## config.mk

```make
export PLATFORM = sky130hd
export DESIGN_NAME = control_fsm
export DESIGN_NICKNAME = d
export VERILOG_FILES = /design/src/rtl/ctrl_pkg.sv /design/src/rtl/alu_decoder.sv /design/src/rtl/control_fsm.sv
export SDC_FILE = /design/constraint.sdc
export NUM_CORES = 1
export LEC_CHECK = 0
export BUFFER_PORTS_ARGS = -buffer_cell sky130_fd_sc_hd__buf_2
export CAP_MARGIN = 20
export CORE_AREA = 2 2 41 43
export DETAILED_ROUTE_END_ITERATION = 8
export DIE_AREA = 0 0 43 45
export GPL_TIMING_DRIVEN = 0
export PLACE_DENSITY = 0.73
export RECOVER_POWER = 100
export SLEW_MARGIN = 10
export SYNTH_ARGS = -nofsm -noshare
export SYNTH_HDL_FRONTEND = slang
export SYNTH_SLANG_ARGS = --single-unit
```

## constraint.sdc

```tcl
create_clock -name clk -period 3.05 [get_ports clk]
set_input_delay 0.61 -clock clk [delete_from_list [all_inputs] [get_ports clk]]
set_output_delay 0.61 -clock clk [all_outputs]
set_load 0.02 [all_outputs]
```

## src/rtl/ctrl_pkg.sv

```systemverilog
// Shared encodings for the multicycle ARM-subset main controller.
package ctrl_pkg;

    typedef enum logic [3:0] {
        S_FETCH  = 4'd0,
        S_DECODE = 4'd1,
        S_MEMADR = 4'd2,
        S_MEMRD  = 4'd3,
        S_MEMWB  = 4'd4,
        S_MEMWR  = 4'd5,
        S_EXECR  = 4'd6,
        S_EXECI  = 4'd7,
        S_ALUWB  = 4'd8,
        S_BRANCH = 4'd9
    } state_t;

    localparam logic [1:0] ALU_ADD = 2'b00;
    localparam logic [1:0] ALU_SUB = 2'b01;
    localparam logic [1:0] ALU_AND = 2'b10;
    localparam logic [1:0] ALU_ORR = 2'b11;

    localparam logic [1:0] OP_DP  = 2'b00;
    localparam logic [1:0] OP_MEM = 2'b01;
    localparam logic [1:0] OP_BR  = 2'b10;
    localparam logic [1:0] OP_UND = 2'b11;

    localparam logic [1:0] RES_ALUOUT    = 2'b00;
    localparam logic [1:0] RES_READDATA  = 2'b01;
    localparam logic [1:0] RES_ALURESULT = 2'b10;

    localparam logic [1:0] SRCB_RD2    = 2'b00;
    localparam logic [1:0] SRCB_EXTIMM = 2'b01;
    localparam logic [1:0] SRCB_FOUR   = 2'b10;

    localparam logic [3:0] CMD_AND = 4'b0000;
    localparam logic [3:0] CMD_SUB = 4'b0010;
    localparam logic [3:0] CMD_ADD = 4'b0100;
    localparam logic [3:0] CMD_CMP = 4'b1010;
    localparam logic [3:0] CMD_ORR = 4'b1100;

    localparam logic [3:0] PC_REG = 4'd15;

    // C and V are only meaningful for the arithmetic operations.
    function automatic logic cv_applies(input logic [1:0] alu_ctl);
        return (alu_ctl == ALU_ADD) || (alu_ctl == ALU_SUB);
    endfunction

endpackage

```

## src/rtl/alu_decoder.sv

```systemverilog
// Combinational ALU decoder: maps Funct[4:1]/S to ALU operation, flag-write and CMP suppression.
module alu_decoder
    import ctrl_pkg::*;
(
    input  logic       enable,
    input  logic [5:0] Funct,
    output logic [1:0] ALUControl,
    output logic [1:0] FlagW,
    output logic       NoWrite
);

    logic cmd_valid_s;

    // Decode the data-processing command; unknown commands act as a flag-less, write-suppressed ADD.
    always_comb begin
        ALUControl  = ALU_ADD;
        FlagW       = 2'b00;
        NoWrite     = 1'b0;
        cmd_valid_s = 1'b0;
        if (enable) begin
            cmd_valid_s = 1'b1;
            case (Funct[4:1])
                CMD_ADD: ALUControl = ALU_ADD;
                CMD_SUB: ALUControl = ALU_SUB;
                CMD_AND: ALUControl = ALU_AND;
                CMD_ORR: ALUControl = ALU_ORR;
                CMD_CMP: begin
                    ALUControl = ALU_SUB;
                    NoWrite    = 1'b1;
                end
                default: begin
                    ALUControl  = ALU_ADD;
                    NoWrite     = 1'b1;
                    cmd_valid_s = 1'b0;
                end
            endcase
            if (cmd_valid_s) begin
                FlagW = {Funct[0], Funct[0] & cv_applies(ALUControl)};
            end else begin
                FlagW = 2'b00;
            end
        end else begin
            cmd_valid_s = 1'b0;
        end
    end

endmodule

```

## src/rtl/control_fsm.sv

```systemverilog
// Multicycle main controller: Moore FSM over fetch/decode/execute/memory/writeback
// producing unconditional control requests and datapath selects.
module control_fsm
    import ctrl_pkg::*;
(
    input  logic       clk,
    input  logic       rst_n,
    input  logic [1:0] Op,
    input  logic [5:0] Funct,
    input  logic [3:0] Rd,
    output logic       PCS,
    output logic       NextPC,
    output logic       RegW,
    output logic       MemW,
    output logic       NoWrite,
    output logic [1:0] FlagW,
    output logic       IRWrite,
    output logic       AdrSrc,
    output logic [1:0] ResultSrc,
    output logic       ALUSrcA,
    output logic [1:0] ALUSrcB,
    output logic [1:0] ALUControl,
    output logic [1:0] ImmSrc,
    output logic [1:0] RegSrc,
    output logic [3:0] state
);

    state_t     state_q, state_d;
    logic       irwrite_s, nextpc_s, regw_s, memw_s, branch_s, alu_en_s;
    logic [1:0] dec_flagw_s;
    logic       dec_nowrite_s;

    // State register.
    always_ff @(posedge clk or negedge rst_n) begin
        if (!rst_n) begin
            state_q <= S_FETCH;
        end else begin
            state_q <= state_d;
        end
    end

    // Next-state logic.
    always_comb begin
        state_d = S_FETCH;
        case (state_q)
            S_FETCH:  state_d = S_DECODE;
            S_DECODE: begin
                case (Op)
                    OP_MEM:  state_d = S_MEMADR;
                    OP_DP:   state_d = Funct[5] ? S_EXECI : S_EXECR;
                    OP_BR:   state_d = S_BRANCH;
                    default: state_d = S_FETCH;
                endcase
            end
            S_MEMADR: state_d = Funct[0] ? S_MEMRD : S_MEMWR;
            S_MEMRD:  state_d = S_MEMWB;
            S_EXECR:  state_d = S_ALUWB;
            S_EXECI:  state_d = S_ALUWB;
            default:  state_d = S_FETCH;
        endcase
    end

    // Moore output decode; selects keep their FETCH values while in reset since state is FETCH.
    always_comb begin
        irwrite_s = 1'b0;
        nextpc_s  = 1'b0;
        regw_s    = 1'b0;
        memw_s    = 1'b0;
        branch_s  = 1'b0;
        alu_en_s  = 1'b0;
        AdrSrc    = 1'b0;
        ALUSrcA   = 1'b0;
        ALUSrcB   = SRCB_RD2;
        ResultSrc = RES_ALUOUT;
        case (state_q)
            S_FETCH: begin
                irwrite_s = 1'b1;
                nextpc_s  = 1'b1;
                ALUSrcA   = 1'b1;
                ALUSrcB   = SRCB_FOUR;
                ResultSrc = RES_ALURESULT;
            end
            S_DECODE: begin
                ALUSrcA   = 1'b1;
                ALUSrcB   = SRCB_FOUR;
                ResultSrc = RES_ALURESULT;
            end
            S_MEMADR: ALUSrcB = SRCB_EXTIMM;
            S_MEMRD:  AdrSrc = 1'b1;
            S_MEMWB: begin
                ResultSrc = RES_READDATA;
                regw_s    = 1'b1;
            end
            S_MEMWR: begin
                AdrSrc = 1'b1;
                memw_s = 1'b1;
            end
            S_EXECR:  alu_en_s = 1'b1;
            S_EXECI: begin
                ALUSrcB  = SRCB_EXTIMM;
                alu_en_s = 1'b1;
            end
            S_ALUWB: begin
                regw_s   = 1'b1;
                alu_en_s = 1'b1;
            end
            S_BRANCH: begin
                ALUSrcB   = SRCB_EXTIMM;
                ResultSrc = RES_ALURESULT;
                branch_s  = 1'b1;
            end
            default: irwrite_s = 1'b0;
        endcase
    end

    alu_decoder u_alu_decoder (
        .enable     (alu_en_s),
        .Funct      (Funct),
        .ALUControl (ALUControl),
        .FlagW      (dec_flagw_s),
        .NoWrite    (dec_nowrite_s)
    );

    // Strobes are masked by reset so an abandoned instruction can emit nothing.
    assign IRWrite = irwrite_s & rst_n;
    assign NextPC  = nextpc_s & rst_n;
    assign RegW    = regw_s & rst_n;
    assign MemW    = memw_s & rst_n;
    assign NoWrite = dec_nowrite_s & rst_n;
    assign FlagW   = dec_flagw_s & {2{rst_n}};
    assign PCS     = (branch_s | (regw_s & (Rd == PC_REG))) & rst_n;
    assign ImmSrc  = Op;
    assign RegSrc  = {(Op == OP_MEM), (Op == OP_BR)};
    assign state   = state_q;

endmodule
```

==> impl_metrics.env, run 1 <==
export IMPL_internal_power_uw=259.8
export IMPL_fmax_mhz=408.6
export IMPL_ant_nets=0
export IMPL_row_count=14
export IMPL_syn_inst=63
export IMPL_drive_gt1_share_pct=23.30
export IMPL_synth_top_area_share_pct=19.95
export IMPL_core_area_um2=1471
export IMPL_switching_share_pct=55.47
export IMPL_io_buffers=37
export IMPL_pin_count=38
export IMPL_pwr_share_comb_pct=73.8
export IMPL_startpoint="state[0]$_DFF_PN0_"
export IMPL_power_frac_seq_pct=15.1
export IMPL_ctsResizeCount=0
export IMPL_worst_path_max_delay_cell="dfrtp_1"
export IMPL_clkTransAtPathRegs_ns=0.04
export IMPL_tightest_slew_ns=0.4612
export IMPL_synth_ff_type="dfrtp_1"
export IMPL_h_tree_depth=1
export IMPL_die_h_um=45
export IMPL_hold_class="primary input to async pin"
export IMPL_ys_ff_latch=4
export IMPL_num_vias=598
export IMPL_cap_violations=0
export IMPL_synth_nets=77
export IMPL_r2r_start="state[1]$_DFF_PN0_"
export IMPL_fin_cells=119
export IMPL_grt_pass1_vias=509
export IMPL_die_w_um=43
export IMPL_final_util_pct=46.85
export IMPL_cts_made_buffers=3
export IMPL_peakVddDrop_uv=433.7
export IMPL_drtPass1Iterations=4
export IMPL_grt_overflow_total=0
export IMPL_die_area_um2=1935
export IMPL_synth_seq_area_share_pct=19.95
export IMPL_fin_nets=119
export IMPL_finalPower_uw=583.4
export IMPL_root_buffer="clkbuf_4"
export IMPL_ys_warn_count=0
export IMPL_critical_path_class="flip-flop to primary output"
export IMPL_synth_common_cells="8 x nor3_1, 4 x a21oi_1, 4 x dfrtp_1, 4 x inv_1, 4 x nand2b_1"
export IMPL_setup_tns_ns=0
export IMPL_largest_reg_flops=4
export IMPL_yosysTopAreaCell="dfrtp_1"
export IMPL_grt_max_degree=11
export IMPL_drc=0
export IMPL_fin_crit_sh_pct=80.25
export IMPL_cp_start_kind="flip-flop"
export IMPL_netlist_cell_type_count=28
export IMPL_gp_congestion=0.7745
export IMPL_critPathMaxFanout=10
export IMPL_finalCriticalPeriod_ns=2.448
export IMPL_setup_viol=0
export IMPL_diodes=0
export IMPL_synth_area_um2=501.7
export IMPL_grt_pass1_wl_um=2290
export IMPL_required_ns=2.44
export IMPL_power_switching_uw=323.6
export IMPL_hold_viol=0
export IMPL_clk_path_buf_depth=2
export IMPL_viasPerCell=5.025
export IMPL_dp_cells=116
export IMPL_postSynthAreaPerCell_um2=7.964
export IMPL_area_growth_pct=37.41
export IMPL_avgRoutedWirePerCell_um=12.52
export IMPL_cts_sinks=4
export IMPL_cts_hold_buf=0
export IMPL_worstPathArrival_ns=1.84
export IMPL_postCtsSetupBuffers=0
export IMPL_yosysMostFrequentCell="nor3_1"
export IMPL_initial_utilization_pct=34.10
export IMPL_cp_slowest_stage_delay_ns=0.37
export IMPL_hpwlAfterDp_um=1108
export IMPL_rsz0062_at_grt="no"
export IMPL_crit_top_cell="clkbuf_1"
export IMPL_maxSlewViolCount=0
export IMPL_status="finished, final reports clean"
export IMPL_power_density_nw_per_um2=846.3
export IMPL_p_clk_share_pct=11.0
export IMPL_drt_iter0_markers=8
export IMPL_power_leakage_uw=0.0002748
export IMPL_crit_path_cell_trace="clkbuf_1 -> or2_4 -> o22a_4 -> nor4_2 -> clkbuf_1"
export IMPL_whs_ns=0.2521
export IMPL_synth_edf_count=0
export IMPL_cts_tree="yes"
export IMPL_slew_headroom_pct=69.25
export IMPL_drt_total_wl_um=1490
export IMPL_end_kind="primary output"
export IMPL_antenna_found_initial=0
export IMPL_synthTopCellsByArea="dfrtp_1 20%, nor3_1 8.0%, nand2b_1 5.0%, nor4_2 5.0%, a211oi_1 4.5%"
export IMPL_grt_usage_pct=15.51
export IMPL_skew_ns=0.004252
export IMPL_async_reset_ff_share_pct=100.0
export IMPL_clock_latency_ns=0.23
[area by class of cell]
type | instances | area (um2)
Buffer | 7 | 38.79
Timing Repair Buffer | 37 | 153.9
Tap cell | 16 | 20.02
Inverter | 4 | 15.01
Fill cell | 176 | 782.0
Clock buffer | 3 | 22.52
Sequential cell | 4 | 100.1
Multi-Input combinational cell | 48 | 339.1
[worst max-delay path: cells and delay by family, from the launching register on]
kind,cells,cell delay (ns)
buffers and inverters,2,0.48
AO/OA/AOI/OAI,1,0.21
AND/OR/NAND/NOR,2,0.54
flip-flops,1,0.37
[kinds of logic after synthesis]
| family | after synthesis | synth area share (%) |
|---|---|---|
| AOI/OAI and AO/OA | 14 | 20.70 |
| DFF | 4 | 19.95 |
| and+or+nand+nor | 29 | 37.65 |
| xor gates and xnor gates | 3 | 5.238 |
| buffers and inverters | 11 | 12.47 |
| muxes | 2 | 3.990 |
[cells in the final DEF, fill, tap and decap left out]
master     n
a41oi_1    1
xnor2_1    1
nor4b_1    2
o22a_1     1
nor2_1     3
nor4b_2    1
nand3_1    1
a211oi_1   3
a22oi_1    1
o32ai_1    1
xor2_1     2
clkbuf_1  28
nand2_1    2
o21ai_0    2
inv_1      4
o22a_4     1
buf_2     13
buf_4      3
nand2b_1   4
clkbuf_4   3
nor3b_1    2
a21oi_1    4
nor3_1     8
dfrtp_1    4
nor4_2     2
or2_4      1
nor2b_1    3
mux2i_1    2
[power groups by stage]
stage	Clock, uW	Combinational (uW)	Sequential, uW
5_1_grt	74.0	470	91.8
3_5_place_dp	0	466	89.7
3_3_place_gp	0	456	89.0
6_report	64.4	431	88.3
4_1_cts	68.4	466	89.1
2_1_floorplan	0	306	114
[routing by layer]
metal / track usage (%) / wire length, um / vias up
met5: 0 / 0 / -
met1: 18.97 / 683 / 274
met4: 5.455 / 6 / 0
met2: 27.58 / 735 / 11
li1: - / - / 311
met3: 2.800 / 64 / 2
[final timing paths]
kind | depth (start not counted) | slack, ns | end
worst min register to register | 3 | 0.69 | state[3]$_DFF_PN0_
worst max-delay path | 5 | 0.60 | FlagW[0]
worst max register to register | 4 | 1.72 | state[1]$_DFF_PN0_
max in group asynchronous | 1 | 2.54 | state[1]$_DFF_PN0_
worst min-delay path | 1 | 0.25 | state[3]$_DFF_PN0_
min in group clk | 3 | 0.69 | state[3]$_DFF_PN0_
[through the flow]
step | worst slack, ns | cell area, um2
finish | 0.6025 | 689.4
global route | 0.4981 | 689.4
CTS | 0.7820 | 729.5
detailed placement | 1.026 | 706.9
global placement | 1.055 | 706.9
floorplan | 0.8684 | 501.7
Power figures use the tool's default switching activity.
==> inputs of run 2 (changes only) <==
Clock period 3.05 ns to 2.4 ns, I/O delays scaled along.
==> run 2 against run 1 <==
  * Global-route usage unchanged
  * Total power increased by 29%
  * Clock skew decreased by 0.00069 ns
  * Worst setup slack got worse by 0.39 ns
  * Register-to-register slack got worse by 0.63 ns
  * Sequential share of layout area decreased by 0.16 points
  * Combinational power increased by 30%
  * Clock-buffer cell count unchanged
  * Flip-flop and latch count unchanged
  * Via count increased by 2.5%
  * Critical path type unchanged
  * Critical endpoint unchanged
==> impl_metrics.env, run 2 (same netlist as run 1, synthesis figures left out) <==
export IMPL_final_cell_area_um2=696.9
export IMPL_viasPerCell=5.151
export IMPL_hold_class="primary input to async pin"
export IMPL_cts_hold_buf=0
export IMPL_root_buffer="clkbuf_4"
export IMPL_rrSetupSlack_ns=1.09
export IMPL_multi_input_area_um2=339.1
export IMPL_power_frac_seq_pct=15.1
export IMPL_die_h_um=45
export IMPL_required_ns=1.92
export IMPL_maxSlewViolCount=0
export IMPL_cts_made_buffers=3
export IMPL_place_area_um2=706.9
export IMPL_drc=0
export IMPL_drt_iter0_markers=5
export IMPL_gp_congestion=0.7745
export IMPL_grt_use_met3_pct=2.800
export IMPL_finalCriticalPeriod_ns=2.191
export IMPL_rr_worst_depth=4
export IMPL_cts_sinks=4
export IMPL_r2r_start="state[1]$_DFF_PN0_"
export IMPL_final_common_cell="clkbuf_1"
export IMPL_mostFrequentLayoutCells="27 x clkbuf_1, 13 x buf_2, 8 x nor3_1"
export IMPL_gr_usage_met1_pct=18.97
export IMPL_use_met2_pct=27.58
export IMPL_ant_nets=0
export IMPL_final_seq_area_um2=100.1
export IMPL_fin_nets=119
export IMPL_tightest_slew_ns=0.4587
export IMPL_clkTransAtPathRegs_ns=0.04
export IMPL_status="finished, final reports clean"
export IMPL_ctsResizeCount=0
export IMPL_clk_path_buf_depth=2
export IMPL_drtPass1Iterations=4
export IMPL_worst_slack_ns=0.2088
export IMPL_grt_busiest_layer="met2"
export IMPL_die_area_um2=1935
export IMPL_pwr_share_comb_pct=74.1
export IMPL_end_kind="primary output"
export IMPL_hpwlAfterDp_um=1108
export IMPL_skew_ns=0.003561
export IMPL_setup_tns_ns=0
export IMPL_die_w_um=43
export IMPL_power_switching_uw=410.6
export IMPL_drt_total_wl_um=1480
export IMPL_clock_latency_ns=0.23
export IMPL_slew_headroom_pct=69.42
export IMPL_finalPower_uw=754.2
export IMPL_worstPathArrival_ns=1.71
export IMPL_critPathMaxFanout=10
export IMPL_largest_reg_flops=4
export IMPL_final_util_pct=47.36
export IMPL_cts_tree="yes"
export IMPL_peakVddDrop_uv=550.3
export IMPL_r2r_end="state[1]$_DFF_PN0_"
export IMPL_dp_slack_ns=0.5161
export IMPL_io_buffers=37
export IMPL_grt_max_degree=11
export IMPL_critical_path_class="flip-flop to primary output"
export IMPL_h_tree_depth=1
export IMPL_setup_viol=0
export IMPL_n_fill_cell=176
export IMPL_cap_violations=0
export IMPL_rsz0062_at_grt="no"
export IMPL_power_density_nw_per_um2=1082
export IMPL_grt_pass1_wl_um=2290
export IMPL_internal_power_uw=343.6
export IMPL_drive_gt1_share_pct=24.27
export IMPL_power_leakage_uw=0.0002796
export IMPL_fin_crit_sh_pct=91.30
export IMPL_row_count=14
export IMPL_initial_utilization_pct=34.10
export IMPL_core_area_um2=1471
export IMPL_grt_usage_pct=15.51
export IMPL_avgRoutedWirePerCell_um=12.44
export IMPL_postCtsSetupBuffers=0
export IMPL_hold_viol=0
export IMPL_p_clk_share_pct=10.8
export IMPL_fmax_mhz=456.4
export IMPL_diodes=0
export IMPL_antenna_found_initial=0
export IMPL_pin_count=38
export IMPL_switching_share_pct=54.44
export IMPL_area_growth_pct=38.90
export IMPL_grt_overflow_total=0
export IMPL_grt_pass1_vias=509
export IMPL_cp_start_kind="flip-flop"
export IMPL_num_vias=613
run 2: power by group through the flow:
stage	registers [uW]	clock network [uW]	logic (uW)
global placement	113	0	579
floorplan	145	0	389
finish	114	81.5	559
detailed placement	114	0	592
CTS	113	86.9	593
global route	119	94.0	610
run 2: critical path: stages (launching register included):
cell	delay (ns)
dfrtp_1	0.38
buf_6	0.14
or2_4	0.23
o22a_4	0.21
nor4_2	0.25
clkbuf_1	0.26
run 2: metrics by stage:
step	hold slack, ns	cells
after floorplan	0.1844	63
after global placement	0.3181	116
after detailed placement	0.3134	116
after CTS	0.06145	119
after global routing	0.1312	119
final	0.1232	119
run 2: cell type report:
| class | instances | share of cell area (%) |
|---|---|---|
| multi-input combinational | 48 | 48.65 |
| sequential | 4 | 14.36 |
| tap | 16 | 2.873 |
| clock buffer | 3 | 3.232 |
| timing repair buffer | 37 | 22.08 |
| inverter | 4 | 2.154 |
| buffer | 7 | 6.643 |
run 2: layer usage:
layer  up-vias  share of wire [%]
met1       284                 46
met5         -                  0
met4         0               0.41
met3         2                4.8
li1        312                  -
met2        15                 49
run 2: how the worst max path moves through the flow:
stage | from | endpoint | depth (start not counted)
floorplan | state[0]$_DFF_PN0_ | NoWrite | 4
global placement | state[0]$_DFF_PN0_ | FlagW[1] | 5
detailed placement | state[0]$_DFF_PN0_ | FlagW[0] | 5
CTS | state[0]$_DFF_PN0_ | FlagW[0] | 5
global route | state[0]$_DFF_PN0_ | FlagW[1] | 5
finish | state[0]$_DFF_PN0_ | FlagW[0] | 5
==> inputs of run 3 (changes only) <==
Settings changed: CORE_AREA 2 2 41 43 to 3 3 42 44, CTS_CLUSTER_DIAMETER set to 50, DIE_AREA 0 0 43 45 to 0 0 45 47.
==> run 3 against run 2 <==
  * Clock-buffer cell count stayed put
  * First-iteration DRC count did not move
  * Non-clock buffer count unchanged
  * Flip-flop and latch count is the same
  * Global-route usage down 1.3 points
  * Via count is 3.1% lower
  * Critical path depth is the same
  * Utilization unchanged
  * Die area rose by 9.3%
==> impl_metrics.env, run 3 (same netlist as run 1, synthesis figures left out) <==
export IMPL_status="finished, final reports clean"
export IMPL_cts_made_buffers=3
export IMPL_dp_cells=116
export IMPL_power_density_nw_per_um2=1077
export IMPL_row_count=14
export IMPL_grt_pass1_wl_um=2221
export IMPL_drt_total_wl_um=1412
export IMPL_grt_usage_pct=14.18
export IMPL_die_h_um=47
export IMPL_cp_start_kind="flip-flop"
export IMPL_grt_max_degree=11
export IMPL_worstPathArrival_ns=1.72
export IMPL_crit_path_cell_trace="buf_6 -> or2_4 -> o22a_4 -> nor4_2 -> clkbuf_1"
export IMPL_power_leakage_uw=0.0002796
export IMPL_hpwlAfterDp_um=1120
export IMPL_antenna_found_initial=0
export IMPL_clkTransAtPathRegs_ns=0.04
export IMPL_required_ns=1.92
export IMPL_viasPerCell=4.992
export IMPL_cp_top_family="simple AND/OR/NAND/NOR gates"
export IMPL_pin_count=38
export IMPL_drtPass1Iterations=4
export IMPL_fin_crit_sh_pct=91.67
export IMPL_die_area_um2=2115
export IMPL_diodes=0
export IMPL_hold_class="primary input to async pin"
export IMPL_largest_reg_flops=4
export IMPL_worst_path_max_delay_cell="dfrtp_1"
export IMPL_setup_viol=0
export IMPL_drt_iter0_markers=5
export IMPL_clk_path_buf_depth=2
export IMPL_io_buffers=37
export IMPL_hold_viol=0
export IMPL_cp_buffers_inverters=2
export IMPL_grt_pass1_vias=513
export IMPL_cts_sinks=4
export IMPL_root_buffer="clkbuf_4"
export IMPL_grt_overflow_total=0
export IMPL_ctsResizeCount=0
export IMPL_cts_hold_buf=0
export IMPL_maxSlewViolCount=0
export IMPL_peakVddDrop_uv=490.5
export IMPL_mostFrequentLayoutCells="27 x clkbuf_1, 13 x buf_2, 8 x nor3_1"
export IMPL_clock_latency_ns=0.23
export IMPL_critPathMaxFanout=10
export IMPL_cp_slowest_stage_delay_ns=0.38
export IMPL_end_kind="primary output"
export IMPL_skew_ns=0.004539
export IMPL_initial_utilization_pct=34.10
export IMPL_critical_path_class="flip-flop to primary output"
export IMPL_fin_cells=119
export IMPL_ant_nets=0
export IMPL_setup_tns_ns=0
export IMPL_slew_headroom_pct=69.42
export IMPL_fmax_mhz=454.5
export IMPL_avgRoutedWirePerCell_um=11.87
export IMPL_cap_violations=0
export IMPL_area_growth_pct=38.90
export IMPL_core_area_um2=1471
export IMPL_die_w_um=45
export IMPL_rsz0062_at_grt="no"
export IMPL_cts_tree="yes"
export IMPL_drive_gt1_share_pct=24.27
export IMPL_final_common_cell="clkbuf_1"
export IMPL_h_tree_depth=1
export IMPL_num_vias=594
export IMPL_tightest_slew_ns=0.4587
export IMPL_postCtsSetupBuffers=0
export IMPL_drc=0
export IMPL_finalCriticalPeriod_ns=2.200
export IMPL_fin_nets=119
export IMPL_gp_congestion=0.8055
run 3: metal layers:
| layer | vias to the layer above | GRT usage (%) | share of wire, % |
|---|---|---|---|
| met5 | - | 0 | 0 |
| met4 | 0 | 1.754 | 0 |
| met3 | 0 | 5.747 | 7.7 |
| met2 | 18 | 23.45 | 51 |
| met1 | 267 | 17.89 | 41 |
| li1 | 309 | - | - |
run 3: worst paths after layout:
kind                                    start                 end  slack [ns]  cells past startpoint
hold reg to reg            state[0]$_DFF_PN0_  state[0]$_DFF_PN0_        0.62                      2
min in group clk                        Op[1]  state[3]$_DFF_PN0_        0.60                      3
hold / removal                          rst_n  state[1]$_DFF_PN0_        0.12                      1
setup reg to reg           state[1]$_DFF_PN0_  state[1]$_DFF_PN0_        1.10                      4
max in group asynchronous               rst_n  state[0]$_DFF_PN0_        2.03                      1
setup / recovery           state[0]$_DFF_PN0_            FlagW[0]        0.20                      5
run 3: report_power, final:
group,internal [uW],switching [uW]
registers,93.4,21.0
logic,194,360
clock network,55.8,25.7
run 3: final cells by class:
cell class                 instances  area (um2)
fill                             172       774.5
multi-input combinational         48       339.1
tap                               16       20.02
clock buffer                       3       22.52
sequential                         4       100.1
inverter                           4       15.01
buffer                             7       46.29
timing repair buffer              37       153.9
run 3: metrics by stage:
step	util, %	setup WS (ns)	power, uW	instance area [um2]	hold WS (ns)
2_1_floorplan	-	0.3484	533.6	501.7	0.1844
3_3_place_gp	48.04	0.5311	691.8	706.9	0.3152
3_5_place_dp	48.04	0.5118	701.8	706.9	0.3118
4_1_cts	49.57	0.2654	786.2	729.5	0.06692
5_1_grt	47.36	0.1274	820.3	696.9	0.1458
6_report	47.36	0.1999	750.5	696.9	0.1195
